===== src/rtl/unified_mem_arbiter.sv =====
// unified_mem_arbiter: shares one single-port, variable-latency memory between
//   the instruction-fetch port and the data-memory port, one transaction in flight.
// Latency: best case 3 cycles from request seen in IDLE to the valid pulse
//   (IDLE -> ISSUE -> WAIT -> RESP). Throughput: at most one transaction per 4 cycles.
// Backpressure: requesters hold req until their valid pulse; the block stalls in
//   ISSUE until mem_gnt and in WAIT until mem_rvalid. Data wins over fetch except
//   when MAX_DM_STREAK consecutive data grants were made against a pending fetch.
// Ports:
//   i_clk, i_rst_n          clock, asynchronous active-low reset
//   i_if_*/o_if_*           fetch request (req/addr/kill) and response (rdata/valid)
//   i_dm_*/o_dm_*           data request (req/we/addr/wdata/be) and response (rdata/valid)
//   o_mem_*/i_mem_*         memory request with latched attributes; gnt/rvalid/rdata back
//   o_stall_if, o_stall_dm  per-stage stall requests to the hazard unit
//   o_protocol_err          sticky flag: mem_rvalid seen outside WAIT
module unified_mem_arbiter #(
  parameter int MAX_DM_STREAK = 4,
  parameter int CNT_W         = 3
) (
  input  logic        i_clk,
  input  logic        i_rst_n,
  input  logic        i_if_req,
  input  logic [31:0] i_if_addr,
  input  logic        i_if_kill,
  output logic [31:0] o_if_rdata,
  output logic        o_if_valid,
  input  logic        i_dm_req,
  input  logic        i_dm_we,
  input  logic [31:0] i_dm_addr,
  input  logic [31:0] i_dm_wdata,
  input  logic [3:0]  i_dm_be,
  output logic [31:0] o_dm_rdata,
  output logic        o_dm_valid,
  output logic        o_mem_req,
  output logic        o_mem_we,
  output logic [31:0] o_mem_addr,
  output logic [31:0] o_mem_wdata,
  output logic [3:0]  o_mem_be,
  input  logic        i_mem_gnt,
  input  logic        i_mem_rvalid,
  input  logic [31:0] i_mem_rdata,
  output logic        o_stall_if,
  output logic        o_stall_dm,
  output logic        o_protocol_err
);

  typedef enum logic [1:0] {S_IDLE, S_ISSUE, S_WAIT, S_RESP} state_t;
  typedef enum logic {OWN_FETCH = 1'b0, OWN_DATA = 1'b1} own_t;

  localparam logic [CNT_W-1:0] L_MAX = CNT_W'(MAX_DM_STREAK);

  state_t            r_state;
  state_t            w_state_nxt;
  own_t              r_own;
  logic [CNT_W-1:0]  r_streak;
  logic              r_killed;
  logic              r_mem_we;
  logic [31:0]       r_mem_addr;
  logic [31:0]       r_mem_wdata;
  logic [3:0]        r_mem_be;
  logic [31:0]       r_if_rdata;
  logic [31:0]       r_dm_rdata;
  logic              r_if_valid;
  logic              r_dm_valid;
  logic              r_protocol_err;

  logic              w_if_elig;
  logic              w_grant_dm;
  logic              w_grant_if;
  logic              w_resp;

  // A fetch being flushed this cycle must not win arbitration.
  assign w_if_elig = i_if_req & ~i_if_kill;
  assign w_resp    = (r_state == S_WAIT) & i_mem_rvalid;

  always_ff @(posedge i_clk or negedge i_rst_n) begin
    if (!i_rst_n) r_state <= S_IDLE;
    else          r_state <= w_state_nxt;
  end

  always_comb begin
    w_state_nxt = r_state;
    w_grant_dm  = 1'b0;
    w_grant_if  = 1'b0;
    case (r_state)
      S_IDLE: begin
        if (i_dm_req && w_if_elig) begin
          // Streak is the count before this grant, so grant MAX_DM_STREAK+1 goes to fetch.
          if (r_streak == L_MAX) w_grant_if = 1'b1;
          else                   w_grant_dm = 1'b1;
        end else if (i_dm_req) begin
          w_grant_dm = 1'b1;
        end else if (w_if_elig) begin
          w_grant_if = 1'b1;
        end
        if (w_grant_dm || w_grant_if) w_state_nxt = S_ISSUE;
      end
      S_ISSUE: if (i_mem_gnt)    w_state_nxt = S_WAIT;
      S_WAIT:  if (i_mem_rvalid) w_state_nxt = S_RESP;
      S_RESP:  w_state_nxt = S_IDLE;
      default: w_state_nxt = S_IDLE;
    endcase
  end

  always_ff @(posedge i_clk or negedge i_rst_n) begin
    if (!i_rst_n) begin
      r_own          <= OWN_FETCH;
      r_streak       <= '0;
      r_killed       <= 1'b0;
      r_mem_we       <= 1'b0;
      r_mem_addr     <= '0;
      r_mem_wdata    <= '0;
      r_mem_be       <= '0;
      r_if_rdata     <= '0;
      r_dm_rdata     <= '0;
      r_if_valid     <= 1'b0;
      r_dm_valid     <= 1'b0;
      r_protocol_err <= 1'b0;
    end else begin
      // Request attributes are captured once at grant and held through ISSUE.
      if (w_grant_dm) begin
        r_own       <= OWN_DATA;
        r_mem_we    <= i_dm_we;
        r_mem_addr  <= i_dm_addr;
        r_mem_wdata <= i_dm_wdata;
        r_mem_be    <= i_dm_be;
      end else if (w_grant_if) begin
        r_own       <= OWN_FETCH;
        r_mem_we    <= 1'b0;
        r_mem_addr  <= i_if_addr;
        r_mem_wdata <= '0;
        r_mem_be    <= 4'hF;
      end

      if (!i_if_req || w_grant_if)
        r_streak <= '0;
      else if (w_grant_dm && (r_streak != L_MAX))
        r_streak <= r_streak + 1'b1;

      // The memory side has no cancel, so a killed fetch runs to completion
      // and only its response is suppressed.
      if (r_state == S_RESP)
        r_killed <= 1'b0;
      else if (((r_state == S_ISSUE) || (r_state == S_WAIT)) && (r_own == OWN_FETCH) && i_if_kill)
        r_killed <= 1'b1;

      // Valids are registered on the WAIT->RESP edge so they pulse exactly during RESP.
      r_if_valid <= 1'b0;
      r_dm_valid <= 1'b0;
      if (w_resp) begin
        if (r_own == OWN_DATA) begin
          r_dm_rdata <= i_mem_rdata;
          r_dm_valid <= 1'b1;
        end else if (!r_killed && !i_if_kill) begin
          r_if_rdata <= i_mem_rdata;
          r_if_valid <= 1'b1;
        end
      end

      if (i_mem_rvalid && (r_state != S_WAIT))
        r_protocol_err <= 1'b1;
    end
  end

  assign o_mem_req      = (r_state == S_ISSUE);
  assign o_mem_we       = r_mem_we;
  assign o_mem_addr     = r_mem_addr;
  assign o_mem_wdata    = r_mem_wdata;
  assign o_mem_be       = r_mem_be;
  assign o_if_rdata     = r_if_rdata;
  assign o_if_valid     = r_if_valid;
  assign o_dm_rdata     = r_dm_rdata;
  assign o_dm_valid     = r_dm_valid;
  assign o_protocol_err = r_protocol_err;
  assign o_stall_if     = i_if_req & ~r_if_valid & ~i_if_kill;
  assign o_stall_dm     = i_dm_req & ~r_dm_valid;

endmodule


===== config.mk =====
export PLATFORM = sky130hd
export DESIGN_NAME = unified_mem_arbiter
export DESIGN_NICKNAME = d
export VERILOG_FILES = /design/src/rtl/unified_mem_arbiter.sv
export SDC_FILE = /design/constraint.sdc
export NUM_CORES = 1
export LEC_CHECK = 0
export BUFFER_PORTS_ARGS = -buffer_cell sky130_fd_sc_hd__clkbuf_2
export CAP_MARGIN = 40
export CORE_ASPECT_RATIO = 1.2
export CORE_MARGIN = 4
export CORE_UTILIZATION = 25
export CTS_CLUSTER_DIAMETER = 40
export DETAILED_ROUTE_END_ITERATION = 7
export PLACE_DENSITY = 0.61
export SYNTH_ARGS = -nofsm -noshare
export SYNTH_HDL_FRONTEND = slang
export SYNTH_SLANG_ARGS = --single-unit

===== constraint.sdc =====
create_clock -name i_clk -period 4.5 [get_ports i_clk]
set_input_delay 0.225 -clock i_clk [delete_from_list [all_inputs] [get_ports i_clk]]
set_output_delay 0.225 -clock i_clk [all_outputs]
set_load 0.02 [all_outputs]

# Word-level counts from Yosys, hierarchy flattened
# Cells that the tools add are included.
# word_totals
register_bits,143
inputBits,140
output_inout_bits,139
# op_classes
add_sub_neg,1
eq_ne,9
n_mux,33
n_bitwise,9
n_reduce_logical,19
# ops
op,count
$mux W32,4
$mux W1,21
$mux W4,2
$pmux W2 S4,1
$logic_and A1 B1 Y1,6
$mux W2,3
$mux W3,2
$ne A2 B2 Y1 const B,3
$reduce_and A3 Y1,2
$reduce_bool A2 Y1,3
$and A1 B1 Y1,5
$eq A2 B2 Y1 const B,2
$not A1 Y1,4
$add A3 B1 Y3 const B,1
$eq A3 B3 Y1 const B,1
$logic_not A1 Y1,3
$logic_or A1 B1 Y1,3
$ne A3 B3 Y1 const B,1
$eq A2 B1 Y1 const B,1
$logic_not A2 Y1,1
$ne A2 B1 Y1 const B,1
$reduce_and A2 Y1,1

# Logic depth before layout (Yosys ltp)
# Gate-level depths: netlist of run 1.
# depth
depth_word,9
mapped_depth,7
depth_no_buf,5

# Worst setup path after synthesis of run 1
# Ideal clock, no wire load.
# synth_path
path_kind,register -> register
from,register r_state[0]
to,"register r_if_rdata[10], in the netlist o_if_rdata[10]"
setup_ns,0.125
arrival_ns,1.588
path_slack_ns,2.787
stages_incl_launch_ff,7
path_buffers,1
synth_period_minus_slack_ns,1.713
cell_sequence,dfrtp_1 inv_1 ha_1 nand2_1 nor4_4 buf_4 mux2_2
# synth_between
elab_chain_len,3
# synth_rtl
item,line,text
from (decl),51,state_t r_state;
from (signal assigned),77,else r_state <= w_state_nxt;
$eq A2 B2 Y1,73,assign w_resp = (r_state == S_WAIT) & i_mem_rvalid;
$and A1 B1 Y1,73,
$reduce_and A3 Y1 (no line),--,
to (signal assigned),154,r_if_rdata <= i_mem_rdata;
to (decl),60,logic [31:0] r_if_rdata;
# No other way between the ends.
# A chain may end at the register's enable or synchronous reset.

# Worst setup path in the final report of run 1
# layout_path
from,register r_state[0]
to,"register r_if_rdata[25], in the netlist o_if_rdata[25]"
# The elaborated chain is that of the path after synthesis.

==> results of run 1 <==
## power breakdown
| part | total [mW] | switching, mW | leakage, nW | internal [mW] |
|---|---|---|---|---|
| sequential | 2.15 | 0.306 | 1.78 | 1.84 |
| clock | 1.39 | 0.598 | 0.280 | 0.797 |
| combinational | 2.39 | 1.38 | 2.15 | 1.01 |
## worst max-delay path, cell delays in order, from the launching register on
cell and delay, ns:
dfrtp_1 0.41, inv_1 0.09, ha_1 0.26, nand2_1 0.13, nor4_4 0.23, buf_4 0.47, mux2_2 0.39
## sequential cells by signal, summed over array words and instances, names as in the netlist
name	cells
o_dm_rdata	32
o_if_rdata	32
o_mem_addr	32
o_mem_wdata	32
o_mem_be	4
r_streak	3
r_state	2
o_dm_valid	1
o_if_valid	1
o_mem_we	1
o_protocol_err	1
r_killed	1
r_own	1
## stage by stage
step	worst slack (ns)	instance area, sq um	hold WS, ns
2_1_floorplan	2.79	5660	-0.0706
3_3_place_gp	2.07	7320	0.0874
3_5_place_dp	2.32	7410	0.0899
4_1_cts	2.29	8010	0.00242
5_1_grt	2.19	8030	0.00128
6_report	2.36	8030	0.0228
## cell type report
class	count	area (sq um)	share of cell area
Multi-Input combinational cell	208	1910	0.238
Tap cell	279	349	0.0435
Clock buffer	18	439	0.0547
Clock inverter	14	148	0.0184
Inverter	8	30.0	0.00374
Sequential cell	143	3580	0.446
Timing Repair Buffer	292	1580	0.196
## worst max path at each step
| stage | endpoint | slack (ns) | cells past startpoint |
|---|---|---|---|
| 2_1_floorplan | o_if_rdata[10] | 2.79 | 6 |
| 3_3_place_gp | o_mem_be[1] | 2.07 | 5 |
| 3_5_place_dp | o_if_rdata[22] | 2.32 | 6 |
| 4_1_cts | o_if_rdata[25] | 2.29 | 6 |
| 5_1_grt | o_if_rdata[25] | 2.19 | 6 |
| 6_report | o_if_rdata[25] | 2.36 | 6 |
## per-layer routing
layer | GRT usage | vias up | routed length, um
li1 | - | 2020 | -
met1 | 0.158 | 2119 | 6840
met2 | 0.216 | 164 | 8000
met3 | 0.0359 | 19 | 817
met4 | 0.0420 | 0 | 286
met5 | 0 | - | 0
## logic make-up after synthesis
| family | Yosys count | share of synthesized area |
|---|---|---|
| buffers and inverters | 35 | 0.0334 |
| AO/OA/AOI/OAI | 84 | 0.131 |
| flip-flops | 143 | 0.632 |
| multiplexers | 65 | 0.129 |
| adder cells (fa/ha/maj) | 6 | 0.0133 |
| AND/OR/NAND/NOR | 53 | 0.0601 |
## cells in the mapped netlist (all sizes together), types with 2 or more instances
| cell type | n |
|---|---|
| mux2 | 65 |
| nand2 | 4 |
| inv | 8 |
| nor2b | 4 |
| o22a | 4 |
| a22o | 33 |
| nand3 | 3 |
| and2 | 2 |
| a221o | 32 |
| a21oi | 5 |
| buf | 20 |
| o21ai | 3 |
| ha | 6 |
| dfrtp | 143 |
| and3 | 33 |
| clkbuf | 7 |
| nor2 | 2 |
## what timing repair did
item,4_1_cts,5_1_grt
endpoints found under the hold margin,32,2
buffers inserted,0,0
hold buffers,1,2
==> metrics.txt, run 1 <==
vias per inst=4.49; Final Hold Viols=0; final wirelength=15.9 mm; CTS sink count=143; Yosys top cell area share=0.632; crit share post-route=0.475; syn_nets=532; reg2reg end=o_if_rdata[25]; # resized after CTS=0; initial antenna violation count=0; largest net degree at the start of global routing=63; most common cell after layout, fill and taps aside=clkbuf_2; commonest cells after routing, fill and taps aside=clkbuf_2 (277), dfrtp_1 (143), mux2_2 (64); Post-Syn Area=5660 sq um; Starting DRT DRC Count=153; Remaining DRCs=0; pwr dens=739 nW/um^2; Final ANT Viol Nets=0; post-synthesis async set-or-reset flop share=1.00; max cap viols=0; Reg2Reg Setup Slack=2.36 ns; Layout Cells excl Fill=962; fin util=0.359; Slew Viols, Final=0; drt wl/cell=16.6 um; port bufs=278; DP HPWL=11.8 mm; Setup crit end kind=register; CP arrival=2.43 ns; cells on worst reg2reg path=6; GRT Util Overall=0.128; clock latency at the later pin of the worst-skew pair=0.41 ns; Clk pin slew, worst setup/hold paths=0.07 ns; clock root buffer=clkbuf_16; Design Power=5.93 mW; Fill cells=2246; Post-Syn Instances=386; status=completed; Worst EP required=4.79 ns; Peak Freq=468 MHz; Worst Hold Depth=2; total negative slack=0 ns; RSZ-0062 raised after global routing=no; # placed instances=927; Yosys reg bits=143; leakage power=4.22 nW; H-tree depth=4; total gr overflow=0; Max-slew headroom=0.572; Die Ht=173 um; Die ar.=25100 sq um; maximum VDD drop=310 uV; mean post-synth cell area=14.7 sq um; CTS tree=done; Placer Congestion=0.750; Layout area overhead=41.9%; Startpoint Class=register; HP Class=in2reg; share of cells above drive strength 1=0.572; n_diodes=0; via count=4322; Worst Setup SP=r_state[0]; sequential area share after synthesis=0.632; CTS Buf Count=17; CP max FO=31; worst r2r src=r_state[0]; Final nets=816; synth top area cells=dfrtp_1 (63%), mux2_2 (13%), a221o_1 (5.7%); Core ar.=22400 sq um; Setup Skew=0.0115 ns; Post-synth EDFFs=0; Longest Clk Path Bufs=2; vias in the first global route=4584; io pins=279; final setup violation count=0; Starting Density=0.253; Hold EP=o_mem_wdata[10]; hold path startpoint=i_dm_wdata[10]; WS Path Type=reg2reg; largest area contributor in the netlist=dfrtp_1; Tmin final=2.14 ns; DRT Pass-1 Iters=4; top_reg_cell synth=dfrtp_1; first-pass GRT wire length=25.7 mm; die width=145 um; YS warnings=0; Yosys cell types=34; Worst-Margin Slew=0.641 ns; num rows=60
Note: power is estimated with default switching activity, not from simulation.
==> inputs of run 2 (changes only) <==
Clock period 4.5 ns to 2 ns, I/O delays scaled along.
==> metrics.txt, run 2 (synthesized netlist as in run 1, its figures left out) <==
Reg area=3580 sq um (unchanged); Slew Viols, Final=0 (unchanged); postcts setup bufs=0 (unchanged); vias in the first global route=5486 (was 4584); port bufs=278 (unchanged); Startpoint Class=register (unchanged); WS Path Type=reg2reg (unchanged); Layout Cells excl Fill=1088 (was 962); total negative slack=0 ns (unchanged); pwr dens=1460 nW/um^2 (was 739 nW/um^2); via count=4914 (was 4322); share of cells above drive strength 1=0.488 (was 0.572); Remaining DRCs=0 (unchanged); Longest Clk Path Bufs=2 (unchanged); crit share post-route=0.929 (was 0.475); total gr overflow=0 (unchanged); Starting DRT DRC Count=153 (unchanged); CP arrival=2.16 ns (was 2.43 ns); CTS Buf Count=17 (unchanged); Max-slew headroom=0.692 (was 0.572); Peak Freq=538 MHz (was 468 MHz); Setup Skew=0.00752 ns (was 0.0115 ns); Starting Density=0.253 (unchanged); maximum VDD drop=564 uV (was 310 uV); clock root buffer=clkbuf_16 (unchanged); Core ar.=22400 sq um (unchanged); num rows=60 (unchanged); Worst EP required=2.30 ns (was 4.79 ns); final setup violation count=0 (unchanged); Layout area overhead=63.9% (was 41.9%); DRT Pass-1 Iters=4 (unchanged); slowest cell on the critical path=dfrtp_1 (was buf_4); multi-input logic area=1910 sq um (unchanged); final wirelength=17.6 mm (was 15.9 mm); clock latency at the later pin of the worst-skew pair=0.41 ns (about the same); H-tree depth=4 (unchanged); commonest cells after routing, fill and taps aside=clkbuf_2 (277), dfrtp_1 (143), dlygate4sd3_1 (125) (was clkbuf_2 (277), dfrtp_1 (143), mux2_2 (64)); Most Crowded Layer GR=met2 (unchanged); GRT Util Overall=0.142 (was 0.128); RSZ-0062 raised after global routing=no (unchanged); CTS tree=done (unchanged); Worst-Margin Slew=0.461 ns (was 0.641 ns); io pins=279 (unchanged); # resized after CTS=0 (unchanged); initial antenna violation count=0 (unchanged); max cap viols=0 (unchanged); CTS Hold Buffers Added=125 (was 1); Tmin final=1.86 ns (was 2.14 ns); Die Ht=173 um (unchanged); cell chain of the critical path=inv_1 -> ha_1 -> nand2_1 -> nor4_4 -> buf_12 -> mux2_2 (was inv_1 -> ha_1 -> nand2_1 -> nor4_4 -> buf_4 -> mux2_2); leakage power=4.74 nW (was 4.22 nW); Final nets=942 (was 816); Die ar.=25100 sq um (unchanged); met1 global-route usage=0.167 (was 0.158); Final Hold Viols=0 (unchanged); Final ANT Viol Nets=0 (unchanged); Placer Congestion=0.742 (was 0.750); # placed instances=931 (was 927); status=completed (unchanged); die width=145 um (unchanged); CTS sink count=143 (unchanged); CP max FO=31 (unchanged); grt met2 use=0.241 (was 0.216); most common cell after layout, fill and taps aside=clkbuf_2 (unchanged); drt wl/cell=16.2 um (was 16.6 um); Setup crit end kind=register (unchanged); Clk pin slew, worst setup/hold paths=0.07 ns (about the same); DP HPWL=11.7 mm (was 11.8 mm); met3 Use GR=0.0412 (was 0.0359); HP Class=in2reg (unchanged); Max stage delay on crit path=0.41 ns (was 0.47 ns); n_diodes=0 (unchanged); vias per inst=4.52 (was 4.49); largest net degree at the start of global routing=83 (was 63); first-pass GRT wire length=29.0 mm (was 25.7 mm); Fill cells=2073 (was 2246)
run 2: path summary, 6_finish.rpt:
check	from	to	slack, ns	depth (start not counted)
min in group asynchronous	i_rst_n	o_dm_rdata[9]	0.13	2
hold / removal	i_dm_addr[31]	o_mem_addr[31]	0.03	3
max in group asynchronous	i_rst_n	o_dm_rdata[24]	1.13	3
setup / recovery	r_state[0]	o_if_rdata[23]	0.14	6
hold reg to reg	o_if_rdata[4]	o_if_rdata[4]	0.49	1
setup reg to reg	r_state[0]	o_if_rdata[23]	0.14	6
run 2: metrics by stage:
stage	cell area, sq um	power [mW]	util	hold WS [ns]	worst slack, ns
4_1_cts	9270	13.7	0.414	0.000538	0.125
5_1_grt	9270	14.3	0.414	0.0288	0.0270
2_1_floorplan	5660	8.23	-	-0.196	0.287
3_3_place_gp	7450	10.2	0.333	-0.00614	0.198
3_5_place_dp	7450	10.3	0.333	-0.00650	0.132
6_report	9270	13.5	0.414	0.0251	0.142
run 2: routing by layer:
layer  vias to the layer above  routed length (um)
li1                       2279                   -
met1                      2403                7290
met2                       192                8770
met3                        40                 937
met4                         0                 573
met5                         -                   0
run 2: layout make-up:
class / instances / area share
Sequential cell: 143 / 0.386
Timing Repair Buffer: 418 / 0.306
Multi-Input combinational cell: 208 / 0.206
Clock buffer: 17 / 0.0459
Tap cell: 279 / 0.0376
Clock inverter: 15 / 0.0154
Inverter: 8 / 0.00324
run 2: critical path: cells and delay by family, from the launching register on:
kind	cells	cell delay, ns
adder cells (fa/ha/maj)	1	0.26
buffers and inverters	2	0.35
flip-flops	1	0.41
multiplexers	1	0.36
AND/OR/NAND/NOR	2	0.35
run 2: power by group:
part	leakage (nW)	switching (mW)	internal (mW)	total [mW]
combinational	2.68	3.20	2.43	5.63
sequential	1.78	0.694	4.14	4.84
clock	0.270	1.41	1.65	3.06
total	4.74	5.31	8.22	13.5
